`config.mk`:
```
export PLATFORM = sky130hd
export DESIGN_NAME = rv64_iter_divider_flat
export DESIGN_NICKNAME = d
export VERILOG_FILES = /design/src/rtl/rv64_iter_divider_if.sv /design/src/rtl/rv64_iter_divider.sv /design/src/flat_wrapper.sv
export SDC_FILE = /design/constraint.sdc
export NUM_CORES = 1
export LEC_CHECK = 0
export CORE_MARGIN = 8
export CORE_UTILIZATION = 52
export DETAILED_ROUTE_END_ITERATION = 10
export PLACE_DENSITY = 0.8
export SYNTH_ARGS = -nofsm -noshare
export SYNTH_HDL_FRONTEND = slang
export SYNTH_SLANG_ARGS = --single-unit
```
`constraint.sdc`:
```
create_clock -name clk -period 5.4 [get_ports clk]
set_input_delay 1.62 -clock clk [delete_from_list [all_inputs] [get_ports clk]]
set_output_delay 1.62 -clock clk [all_outputs]
set_load 0.02 [all_outputs]
```
`src/rtl/rv64_iter_divider_if.sv`:
```
// Request/response bundle between the EX stage and the iterative divider.
// Operands in with in_valid/in_ready; out_valid pulses once with result.
interface rv64_iter_divider_if #(
  parameter int XLEN = 64
);
  logic [XLEN-1:0] src1_in;
  logic [XLEN-1:0] src2_in;
  logic            is_w;
  logic [1:0]      ALUctr_in;
  logic            in_valid;
  logic            in_ready;
  logic            out_valid;
  logic [XLEN-1:0] result;

  modport master (
    output src1_in, src2_in, is_w, ALUctr_in, in_valid,
    input  in_ready, out_valid, result
  );

  modport slave (
    input  src1_in, src2_in, is_w, ALUctr_in, in_valid,
    output in_ready, out_valid, result
  );
endinterface

```
`src/rtl/rv64_iter_divider.sv`:
```
// RV64M DIV/DIVU/REM/REMU(+W) restoring divider: N+1 busy cycles (N=64, W: 32), one-cycle out_valid.
// in_ready low while busy; optional DIV_EARLY_OUT_EN sends div-by-zero/overflow straight to DONE.
module rv64_iter_divider #(
  parameter int XLEN = 64
) (
  input logic               clk,
  input logic               rst,
  rv64_iter_divider_if.slave bus
);
  localparam int HALF = XLEN / 2;
  localparam int CW   = $clog2(XLEN);
  localparam logic [XLEN-1:0] MIN_X = {1'b1, {(XLEN-1){1'b0}}};
  localparam logic [XLEN-1:0] MIN_W = {{(HALF+1){1'b1}}, {(HALF-1){1'b0}}};

  typedef enum logic [1:0] {IDLE, CALC, DONE} state_e;

  state_e          state_q, state_d;
  logic [XLEN-1:0] a_q, a_d, quo_q, quo_d, rem_q, rem_d, dvs_q, dvs_d;
  logic [XLEN-1:0] result_q, result_d;
  logic [CW-1:0]   cnt_q, cnt_d;
  logic            w_q, w_d, remop_q, remop_d, qneg_q, qneg_d, rneg_q, rneg_d;
  logic            div0_q, div0_d, ovf_q, ovf_d, out_valid_q, out_valid_d;

  // Operand preparation on the raw request
  logic [XLEN-1:0] a_ext, b_ext, a_abs, b_abs;
  logic            sgn, a_neg, b_neg, div0_in, ovf_in;

  always_comb begin
    sgn   = ~bus.ALUctr_in[0];
    a_ext = bus.src1_in;
    b_ext = bus.src2_in;
    if (bus.is_w) begin
      a_ext = {{HALF{sgn & bus.src1_in[HALF-1]}}, bus.src1_in[HALF-1:0]};
      b_ext = {{HALF{sgn & bus.src2_in[HALF-1]}}, bus.src2_in[HALF-1:0]};
    end
    a_neg   = sgn & a_ext[XLEN-1];
    b_neg   = sgn & b_ext[XLEN-1];
    a_abs   = a_neg ? -a_ext : a_ext;
    b_abs   = b_neg ? -b_ext : b_ext;
    div0_in = (b_ext == '0);
    ovf_in  = sgn & (&b_ext) & (a_ext == (bus.is_w ? MIN_W : MIN_X));
  end

  // One restoring step: shift in the next dividend bit, subtract if it fits
  logic [XLEN:0] rem_sh, diff;
  logic          fits;

  always_comb begin
    rem_sh = {rem_q, quo_q[XLEN-1]};
    diff   = rem_sh - {1'b0, dvs_q};
    fits   = ~diff[XLEN];
  end

  logic [XLEN-1:0] q_fin, r_fin, res_x;

  always_comb begin
    q_fin = qneg_q ? -quo_q : quo_q;
    r_fin = rneg_q ? -rem_q : rem_q;
    if (div0_q) begin
      q_fin = '1;
      r_fin = a_q;
    end else if (ovf_q) begin
      q_fin = a_q;
      r_fin = '0;
    end
    res_x = remop_q ? r_fin : q_fin;
    if (w_q) res_x = {{HALF{res_x[HALF-1]}}, res_x[HALF-1:0]};
  end

  always_comb begin
    state_d     = state_q;
    a_d         = a_q;
    quo_d       = quo_q;
    rem_d       = rem_q;
    dvs_d       = dvs_q;
    cnt_d       = cnt_q;
    w_d         = w_q;
    remop_d     = remop_q;
    qneg_d      = qneg_q;
    rneg_d      = rneg_q;
    div0_d      = div0_q;
    ovf_d       = ovf_q;
    result_d    = result_q;
    out_valid_d = 1'b0;
    case (state_q)
      IDLE: begin
        if (bus.in_valid) begin
          a_d     = a_ext;
          // W dividends sit in the top half so the first shift sees their MSB
          quo_d   = bus.is_w ? (a_abs << HALF) : a_abs;
          rem_d   = '0;
          dvs_d   = b_abs;
          cnt_d   = '0;
          w_d     = bus.is_w;
          remop_d = bus.ALUctr_in[1];
          qneg_d  = a_neg ^ b_neg;
          rneg_d  = a_neg;
          div0_d  = div0_in;
          ovf_d   = ovf_in;
`ifdef DIV_EARLY_OUT_EN
          state_d = (div0_in | ovf_in) ? DONE : CALC;
`else
          state_d = CALC;
`endif
        end
      end
      CALC: begin
        rem_d = fits ? diff[XLEN-1:0] : rem_sh[XLEN-1:0];
        quo_d = {quo_q[XLEN-2:0], fits};
        cnt_d = cnt_q + 1'b1;
        if (cnt_q == (w_q ? CW'(HALF - 1) : CW'(XLEN - 1))) state_d = DONE;
      end
      DONE: begin
        result_d    = res_x;
        out_valid_d = 1'b1;
        state_d     = IDLE;
      end
      default: state_d = IDLE;
    endcase
  end

  always_ff @(posedge clk) begin
    if (rst) begin
      state_q     <= IDLE;
      a_q         <= '0;
      quo_q       <= '0;
      rem_q       <= '0;
      dvs_q       <= '0;
      cnt_q       <= '0;
      w_q         <= 1'b0;
      remop_q     <= 1'b0;
      qneg_q      <= 1'b0;
      rneg_q      <= 1'b0;
      div0_q      <= 1'b0;
      ovf_q       <= 1'b0;
      result_q    <= '0;
      out_valid_q <= 1'b0;
    end else begin
      state_q     <= state_d;
      a_q         <= a_d;
      quo_q       <= quo_d;
      rem_q       <= rem_d;
      dvs_q       <= dvs_d;
      cnt_q       <= cnt_d;
      w_q         <= w_d;
      remop_q     <= remop_d;
      qneg_q      <= qneg_d;
      rneg_q      <= rneg_d;
      div0_q      <= div0_d;
      ovf_q       <= ovf_d;
      result_q    <= result_d;
      out_valid_q <= out_valid_d;
    end
  end

  assign bus.in_ready  = (state_q == IDLE);
  assign bus.out_valid = out_valid_q;
  assign bus.result    = result_q;
endmodule

```
`src/flat_wrapper.sv`:
```
// flat-port wrapper written by rule: the top's interface ports become plain ports
module rv64_iter_divider_flat 
#(
  parameter int XLEN = 64
)
  (clk, rst, bus_src1_in, bus_src2_in, bus_is_w, bus_ALUctr_in, bus_in_valid, bus_in_ready, bus_out_valid, bus_result);
  rv64_iter_divider_if #(.XLEN(XLEN)) bus_i ();
  input logic clk;
  input logic rst;
  input wire logic [$bits(bus_i.src1_in)-1:0] bus_src1_in;
  input wire logic [$bits(bus_i.src2_in)-1:0] bus_src2_in;
  input wire logic [$bits(bus_i.is_w)-1:0] bus_is_w;
  input wire logic [$bits(bus_i.ALUctr_in)-1:0] bus_ALUctr_in;
  input wire logic [$bits(bus_i.in_valid)-1:0] bus_in_valid;
  output wire logic [$bits(bus_i.in_ready)-1:0] bus_in_ready;
  output wire logic [$bits(bus_i.out_valid)-1:0] bus_out_valid;
  output wire logic [$bits(bus_i.result)-1:0] bus_result;
  assign bus_i.src1_in = bus_src1_in;
  assign bus_i.src2_in = bus_src2_in;
  assign bus_i.is_w = bus_is_w;
  assign bus_i.ALUctr_in = bus_ALUctr_in;
  assign bus_i.in_valid = bus_in_valid;
  assign bus_in_ready = bus_i.in_ready;
  assign bus_out_valid = bus_i.out_valid;
  assign bus_result = bus_i.result;
  rv64_iter_divider #(.XLEN(XLEN)) u_core (.clk(clk), .rst(rst), .bus(bus_i));
endmodule
```
==> results of run 1 <==
-- power by group through the flow --
stage               Combinational [mW]  Sequential (mW)  Clock (mW)
finish                            4.14             2.92        2.83
global route                      4.50             2.94        2.94
CTS                               4.05             2.91        2.83
detailed placement                4.02             2.97           0
global placement                  3.99             2.97           0
floorplan                         2.97             2.85           0
-- synth_stat cells (all sizes together) (19+ instances only) --
| cell | instances |
|---|---|
| buf | 28 |
| nor2 | 374 |
| or4 | 25 |
| o21ai | 293 |
| nor2b | 19 |
| a21oi | 354 |
| o221ai | 19 |
| o31ai | 59 |
| nand2 | 427 |
| o22ai | 25 |
| nand4 | 36 |
| o211ai | 19 |
| o41ai | 26 |
| ha | 70 |
| a22oi | 22 |
| nor4 | 36 |
| xnor2 | 126 |
| a31oi | 57 |
| a211oi | 70 |
| or3 | 33 |
| clkbuf | 225 |
| a21o | 37 |
| nand2b | 42 |
| inv | 100 |
| nand3 | 67 |
| dfxtp | 335 |
| nor3 | 129 |
| xor2 | 176 |
-- per-layer routing --
layer  track usage (%)  vias up  share of wire [%]
met5                 0        -                  0
met4              13.5        0                4.8
met3              5.98      281                9.6
met2              48.8     1462                 45
met1              39.5    12200                 40
li1                  -    12300                  -
-- cell type report --
type	instances	area, µm²	area share (%)
Inverter	100	375	1.34
Timing Repair Buffer	272	2560	9.17
Antenna cell	1	2.50	0.00895
Tap cell	607	759	2.72
Clock buffer	54	1110	3.98
Sequential cell	335	6710	24.0
Multi-Input combinational cell	2728	16200	57.9
Clock inverter	16	233	0.832
-- worst max path at each step --
stage / from / endpoint
after floorplan: bus_src2_in[8] / u_core.dvs_q[62]
after global routing: bus_src2_in[6] / u_core.dvs_q[56]
final: bus_src2_in[6] / u_core.dvs_q[50]
after global placement: bus_src2_in[6] / u_core.dvs_q[50]
after detailed placement: bus_src2_in[6] / u_core.dvs_q[50]
after CTS: bus_src2_in[6] / u_core.dvs_q[50]
-- flip-flops by register name, summed over array words and instances, names as in the netlist --
register	flops
u_core.bus.result	64
u_core.w_q	1
u_core.a_q	64
u_core.dvs_q	64
u_core.remop_q	1
u_core.ovf_q	1
u_core.qneg_q	1
u_core.quo_q	64
u_core.rem_q	64
u_core.cnt_q	6
u_core.state_q	2
u_core.bus.out_valid	1
u_core.rneg_q	1
u_core.div0_q	1
-- cells by family after synthesis --
family | after synthesis | share of synthesized area, %
buffers and inverters | 353 | 5.55
multiplexers | 18 | 0.751
adder cells (fa/ha/maj) | 71 | 3.71
AND/OR/NAND/NOR | 1244 | 23.5
flip-flops | 335 | 27.8
XOR/XNOR | 302 | 10.9
AO/OA/AOI/OAI | 1093 | 27.8
-- through the flow --
step / power (mW) / area, µm² / setup slack [ns] / hold slack, ns
2_1_floorplan: 5.83 / 24200 / 1.03 / 0.432
3_3_place_gp: 6.96 / 26600 / 0.141 / 0.438
3_5_place_dp: 6.99 / 26600 / 0.0888 / 0.443
4_1_cts: 9.80 / 28000 / 0.669 / 0.451
5_1_grt: 10.4 / 28000 / 0.356 / 0.469
6_report: 9.89 / 28000 / 0.530 / 0.450
-- worst min-delay path, cell delays in order (launching register included) --
cell and delay (ns):
dfxtp_1 0.31, nand2_1 0.05, a21oi_1 0.05
==> flow_metrics.py, run 1 <==
metrics = {
    "clocking": {
        "cts-htree-levels": 2,
        "clk_pin_slew_ns": 0.06,
        "cts_hold_buf": 0,
        "post-cts-setup-buffer-count": 0,
        "max-clock-path-buffers": 3,
        "post_cts_resized": 0,
        "cts-root-buf": "clkbuf_16",
        "cts_tree": "yes",
        "clock_latency_ns": 0.59,
        "cts_made_buffers": 39,
        "clock_sinks": 335,
    },
    "logic_synthesis": {
        "async_reset_ff_share_pct": 0,
        "synth_cells": 3416,
        "synth_edf_count": 0,
        "yosys_warnings": 0,
        "yosysUniqueCellTypes": 84,
        "seq_area_frac_synth_pct": 27.8,
        "synth_area_um2": 24200,
        "avgSynthCellArea_um2": 7.07,
        "synth_fp_nets": 3621,
        "synth_top_area_share_pct": 27.8,
        "ys_top_cells_by_area": "dfxtp_1 (28%), a21oi_1 (7.3%), nand2_1 (6.6%)",
        "synth_top_area_cell": "dfxtp_1",
        "synth_ff_type": "dfxtp_1",
        "synth-seq-cells": 335,
    },
    "layout": {
        "most-common-layout-cells": "nand2_1 (426), nor2_1 (369), a21oi_1 (353), dfxtp_1 (330), o21ai_0 (283)",
        "utilization_pct": 60.4,
        "nNetsFinal": 3681,
        "fill_cells": 4387,
        "finalNonFillerCells": 4113,
        "syn_to_final_growth_pct": 15.7,
        "drive_above_1_share_pct": 5.76,
        "final_common_cell": "nand2_1",
    },
    "pwr": {
        "clockPowerShare_pct": 28.6,
        "p_comb_share_pct": 41.9,
        "power_leakage_nw": 10.3,
        "p_int_mw": 5.96,
        "switching_share_pct": 39.8,
        "power_density_nw_per_um2": 354,
        "p_seq_share_pct": 29.5,
        "vdd_drop_max_mv": 0.283,
        "p_switching_mw": 3.93,
    },
    "critical_path": {
        "crit_buf_inv": 1,
        "cp.arrival_ns": 5.36,
        "cp_slowest_cell": "or4_1",
        "cpPeakStageDelay_ns": 0.62,
        "cp_max_fo": 6,
        "r2r_cells": 12,
        "worst_r2r_endpoint": "u_core.bus.result[39]",
        "cp-start-kind": "input pin",
        "cp-end-kind": "flop",
        "crit_family": "simple AND/OR/NAND/NOR gates",
        "reg2reg_from": "u_core.quo_q[2]",
        "reg2reg_slack_ns": 0.94,
        "crit_type": "input pin to flop",
        "required_ns": 5.89,
        "worstPathCellList": "clkdlybuf4s50_1 > or4_1 > or4_1 > nor2_2 > and3_1 > nand3b_1 > nor3b_1 > o21ai_0 > o21ai_0 > xor2_1 > nand2_1 > a21oi_1",
        "cp_num_cells": 12,
    },
    "routing": {
        "dr.pass1.iters": 6,
        "num_vias": 26200,
        "antenna_left": 0,
        "drc": 0,
        "wl_per_cell_um": 21.1,
        "wl_mm": 86.8,
        "drt_iter0_markers": 3392,
        "vias_per_cell": 6.38,
    },
    "timing": {
        "period_needed_ns": 4.87,
        "worst_slew_pin_slew_ns": 1.32,
        "finClkSkew_ns": 0.0270,
        "slew_headroom_pct": 9.97,
        "setup-tns-final_ns": 0,
        "finalHoldViolCount": 0,
        "rsz0062_at_grt": "no",
        "finalCritPeriodShare_pct": 90.2,
        "maxSlewViolCount": 0,
        "setup_viol": 0,
        "fmax_mhz": 205,
    },
    "global_routing": {
        "gr-usage-all-layers_pct": 30.5,
        "grt_overflow": 0,
        "grt_max_degree": 95,
        "grt_pass1_vias": 23500,
        "antenna_found_initial": 1,
        "grt_pass1_wl_mm": 133,
    },
    "floorplanning": {
        "ios": 200,
        "rows": 79,
        "core-area_um2": 46300,
        "die_w_um": 232,
        "start_util_pct": 52.2,
        "die_y_um": 232,
        "die_area_um2": 53600,
    },
    "min_path": {
        "holdPathStages": 2,
        "hold_path_startpoint": "u_core.dvs_q[33]",
        "holdCritPathClass": "flop to flop",
        "holdPathEnd": "u_core.dvs_q[33]",
    },
    "placed_design": {
        "dp_cells": 4042,
        "port_buffers": 199,
        "dp_hpwl_mm": 64.0,
        "gp_congestion": 0.967,
    },
    "status": {
        "status": "completed",
    },
    "job": {
        "drv_cap": 0,
    },
}
No activity file was read; power rests on OpenSTA's default activity.
==> run 2, diff against run 1 <==
--- a/config.mk
+++ b/config.mk
@@ -8,7 +8,9 @@
 export CORE_MARGIN = 8
 export CORE_UTILIZATION = 52
 export DETAILED_ROUTE_END_ITERATION = 10
+export MAX_ROUTING_LAYER = met4
 export PLACE_DENSITY = 0.8
+export RECOVER_POWER = 100
 export SYNTH_ARGS = -nofsm -noshare
 export SYNTH_HDL_FRONTEND = slang
 export SYNTH_SLANG_ARGS = --single-unit
==> run 2 against run 1 <==
Effect of this change:
- the run now ends with capacitance limit, slew limit left
- sequential power hardly changed
- fmax down 4.7%
- sequential share of layout area is 0.18 points higher
- count of clock-buffer cells in the layout is 3 higher
- critical path depth unchanged
- die area unchanged
- global-route usage increased by 1.1 points
- combinational power about the same
- register-to-register slack worse by 0.40 ns
- via count decreased by 0.44%
- largest cell class unchanged
- highest routed layer unchanged
==> flow_metrics.py, run 2 (synthesis results as in run 1) <==
metrics = {
    "timing": {
        "finClkSkew_ns": 0.0257,
        "rsz0062_at_grt": "no",
        "worst_slew_pin_slew_ns": 2.25,
        "fmax_mhz": 196,
        "setup-tns-final_ns": 0,
        "period_needed_ns": 5.11,
        "maxSlewViolCount": 428,
        "finalHoldViolCount": 0,
        "slew_headroom_pct": -49.9,
        "setup_viol": 0,
        "finalCritPeriodShare_pct": 94.6,
    },
    "job": {
        "drv_cap": 6,
    },
    "critical_path": {
        "worstPathCellList": "dlygate4sd3_1 > or4_1 > or2_2 > nor4_1 > and2_0 > o211ai_1 > nor2_1 > o211ai_1 > o21bai_1 > o21ai_0 > xor2_1 > a21oi_1",
        "timing.critical_path.to": "u_core.quo_q[58]",
        "crit_family": "simple AND/OR/NAND/NOR gates",
        "cp.arrival_ns": 5.52,
        "cpPeakStageDelay_ns": 0.63,
        "worstSetupStartpoint": "bus_src1_in[13]",
        "crit_buf_inv": 1,
        "path_common_cell": "o211ai_1",
        "reg2reg_from": "u_core.quo_q[63]",
        "worst_r2r_endpoint": "u_core.rem_q[0]",
        "r2r_cells": 15,
        "reg2reg_slack_ns": 0.54,
        "crit_type": "input pin to flop",
        "cp-start-kind": "input pin",
        "required_ns": 5.81,
        "cp_num_cells": 12,
        "cp_max_fo": 4,
        "cp-end-kind": "flop",
        "cp_slowest_cell": "nor4_1",
    },
    "pwr": {
        "p_switching_mw": 3.95,
        "power_leakage_nw": 10.5,
        "p_comb_share_pct": 42.5,
        "p_int_mw": 5.86,
        "finalPower_mw": 9.80,
        "clockPowerShare_pct": 27.7,
        "p_seq_share_pct": 29.8,
        "vdd_drop_max_mv": 0.266,
        "power_density_nw_per_um2": 353,
        "switching_share_pct": 40.3,
    },
    "floorplanning": {
        "rows": 79,
        "die_w_um": 232,
        "start_util_pct": 52.2,
        "core-area_um2": 46300,
        "ios": 200,
        "die_area_um2": 53600,
        "die_y_um": 232,
    },
    "global_routing": {
        "grt_max_degree": 103,
        "grt_use_met3_pct": 6.63,
        "antenna_found_initial": 0,
        "grt_overflow": 0,
        "gr-usage-all-layers_pct": 31.6,
        "gr-max-usage-layer": "met2",
        "grt.met1_usage_pct": 39.4,
        "grt_pass1_vias": 23800,
        "grt_use_met2_pct": 49.1,
        "grt_pass1_wl_mm": 134,
    },
    "layout": {
        "fill_cells": 4357,
        "nNetsFinal": 3675,
        "final_area_um2": 27800,
        "drive_above_1_share_pct": 5.15,
        "syn_to_final_growth_pct": 14.8,
        "final_common_cell": "nand2_1",
        "antenna_cells": 0,
        "most-common-layout-cells": "nand2_1 (427), nor2_1 (371), a21oi_1 (353), dfxtp_1 (330), o21ai_0 (287)",
    },
    "placed_design": {
        "port_buffers": 199,
        "dp_hpwl_mm": 64.0,
        "placed_cell_area_um2": 26600,
        "gp_congestion": 1.01,
    },
    "clocking": {
        "cts_made_buffers": 39,
        "cts_tree": "yes",
        "clock_sinks": 335,
        "clk_pin_slew_ns": 0.06,
        "post-cts-setup-buffer-count": 0,
        "post_cts_resized": 0,
        "cts-htree-levels": 2,
        "max-clock-path-buffers": 3,
        "cts-root-buf": "clkbuf_16",
        "clock_latency_ns": 0.58,
        "cts_hold_buf": 0,
    },
    "routing": {
        "vias_per_cell": 6.36,
        "drc": 0,
        "num_vias": 26100,
        "dr.pass1.iters": 7,
        "antenna_left": 0,
        "wl_mm": 86.6,
        "drt_iter0_markers": 3112,
        "wl_per_cell_um": 21.1,
    },
    "min_path": {
        "holdCritPathClass": "flop to flop",
    },
    "status": {
        "status": "complete, but fails checks",
        "violations": "capacitance limit, slew limit",
    },
}
[run 2: cell count changes in the layout (fill, tap and decap cells not counted), moves of 2 or more]
cell,delta
buf_4,-16
bufinv_16,-3
clkbuf_1,+5
clkbuf_16,+2
clkbuf_2,+5
clkdlybuf4s50_1,-69
clkinv_2,+3
dlygate4sd3_1,+69
nor2_1,+2
o21ai_0,+4
o21ai_1,-4
[run 2: per-stage QoR]
stage	hold WS (ns)	worst slack (ns)	instances	utilization [%]
2_1_floorplan	0.432	1.03	3416	-
3_3_place_gp	0.440	0.190	4036	57.4
3_5_place_dp	0.445	0.109	4036	57.4
4_1_cts	0.452	0.685	4105	60.2
5_1_grt	0.469	0.162	4105	60.0
6_report	0.451	0.292	4105	60.0
[run 2: area by class of cell]
class,count,area [µm²],share of cell area (%)
inverter,100,375,1.35
clock inverter,12,113,0.406
clock buffer,57,1180,4.24
tap,607,759,2.74
multi-input combinational,2728,16100,58.2
timing repair buffer,266,2470,8.89
sequential,335,6710,24.2
[run 2: worst min-delay path, cell delays in order, from the launching register on]
cell and delay, ns:
dfxtp_1 0.30, nand2_1 0.05, a21oi_1 0.05
[run 2: layer usage]
metal	part of all wire, %	vias up	wire [µm]
li1	-	12300	-
met1	40	12200	34900
met2	45	1347	39000
met3	9.9	285	8530
met4	4.8	0	4170
met5	0	-	0
[run 2: worst min-delay path by stage]
stage / start / endpoint / slack [ns] / cells after the start
after CTS: u_core.dvs_q[58] / u_core.dvs_q[58] / 0.45 / 2
after global routing: u_core.dvs_q[40] / u_core.dvs_q[40] / 0.47 / 2
after floorplan: u_core.dvs_q[32] / u_core.dvs_q[32] / 0.43 / 2
after global placement: u_core.dvs_q[47] / u_core.dvs_q[47] / 0.44 / 2
after detailed placement: u_core.dvs_q[58] / u_core.dvs_q[58] / 0.44 / 2
final: u_core.dvs_q[58] / u_core.dvs_q[58] / 0.45 / 2
[run 2: power by group through the flow]
stage | registers (mW) | logic [mW] | clock network (mW)
floorplan | 2.85 | 2.97 | 0
global placement | 2.96 | 3.95 | 0
detailed placement | 2.96 | 3.97 | 0
CTS | 2.91 | 4.00 | 2.72
global route | 3.09 | 6.11 | 2.83
finish | 2.92 | 4.16 | 2.71
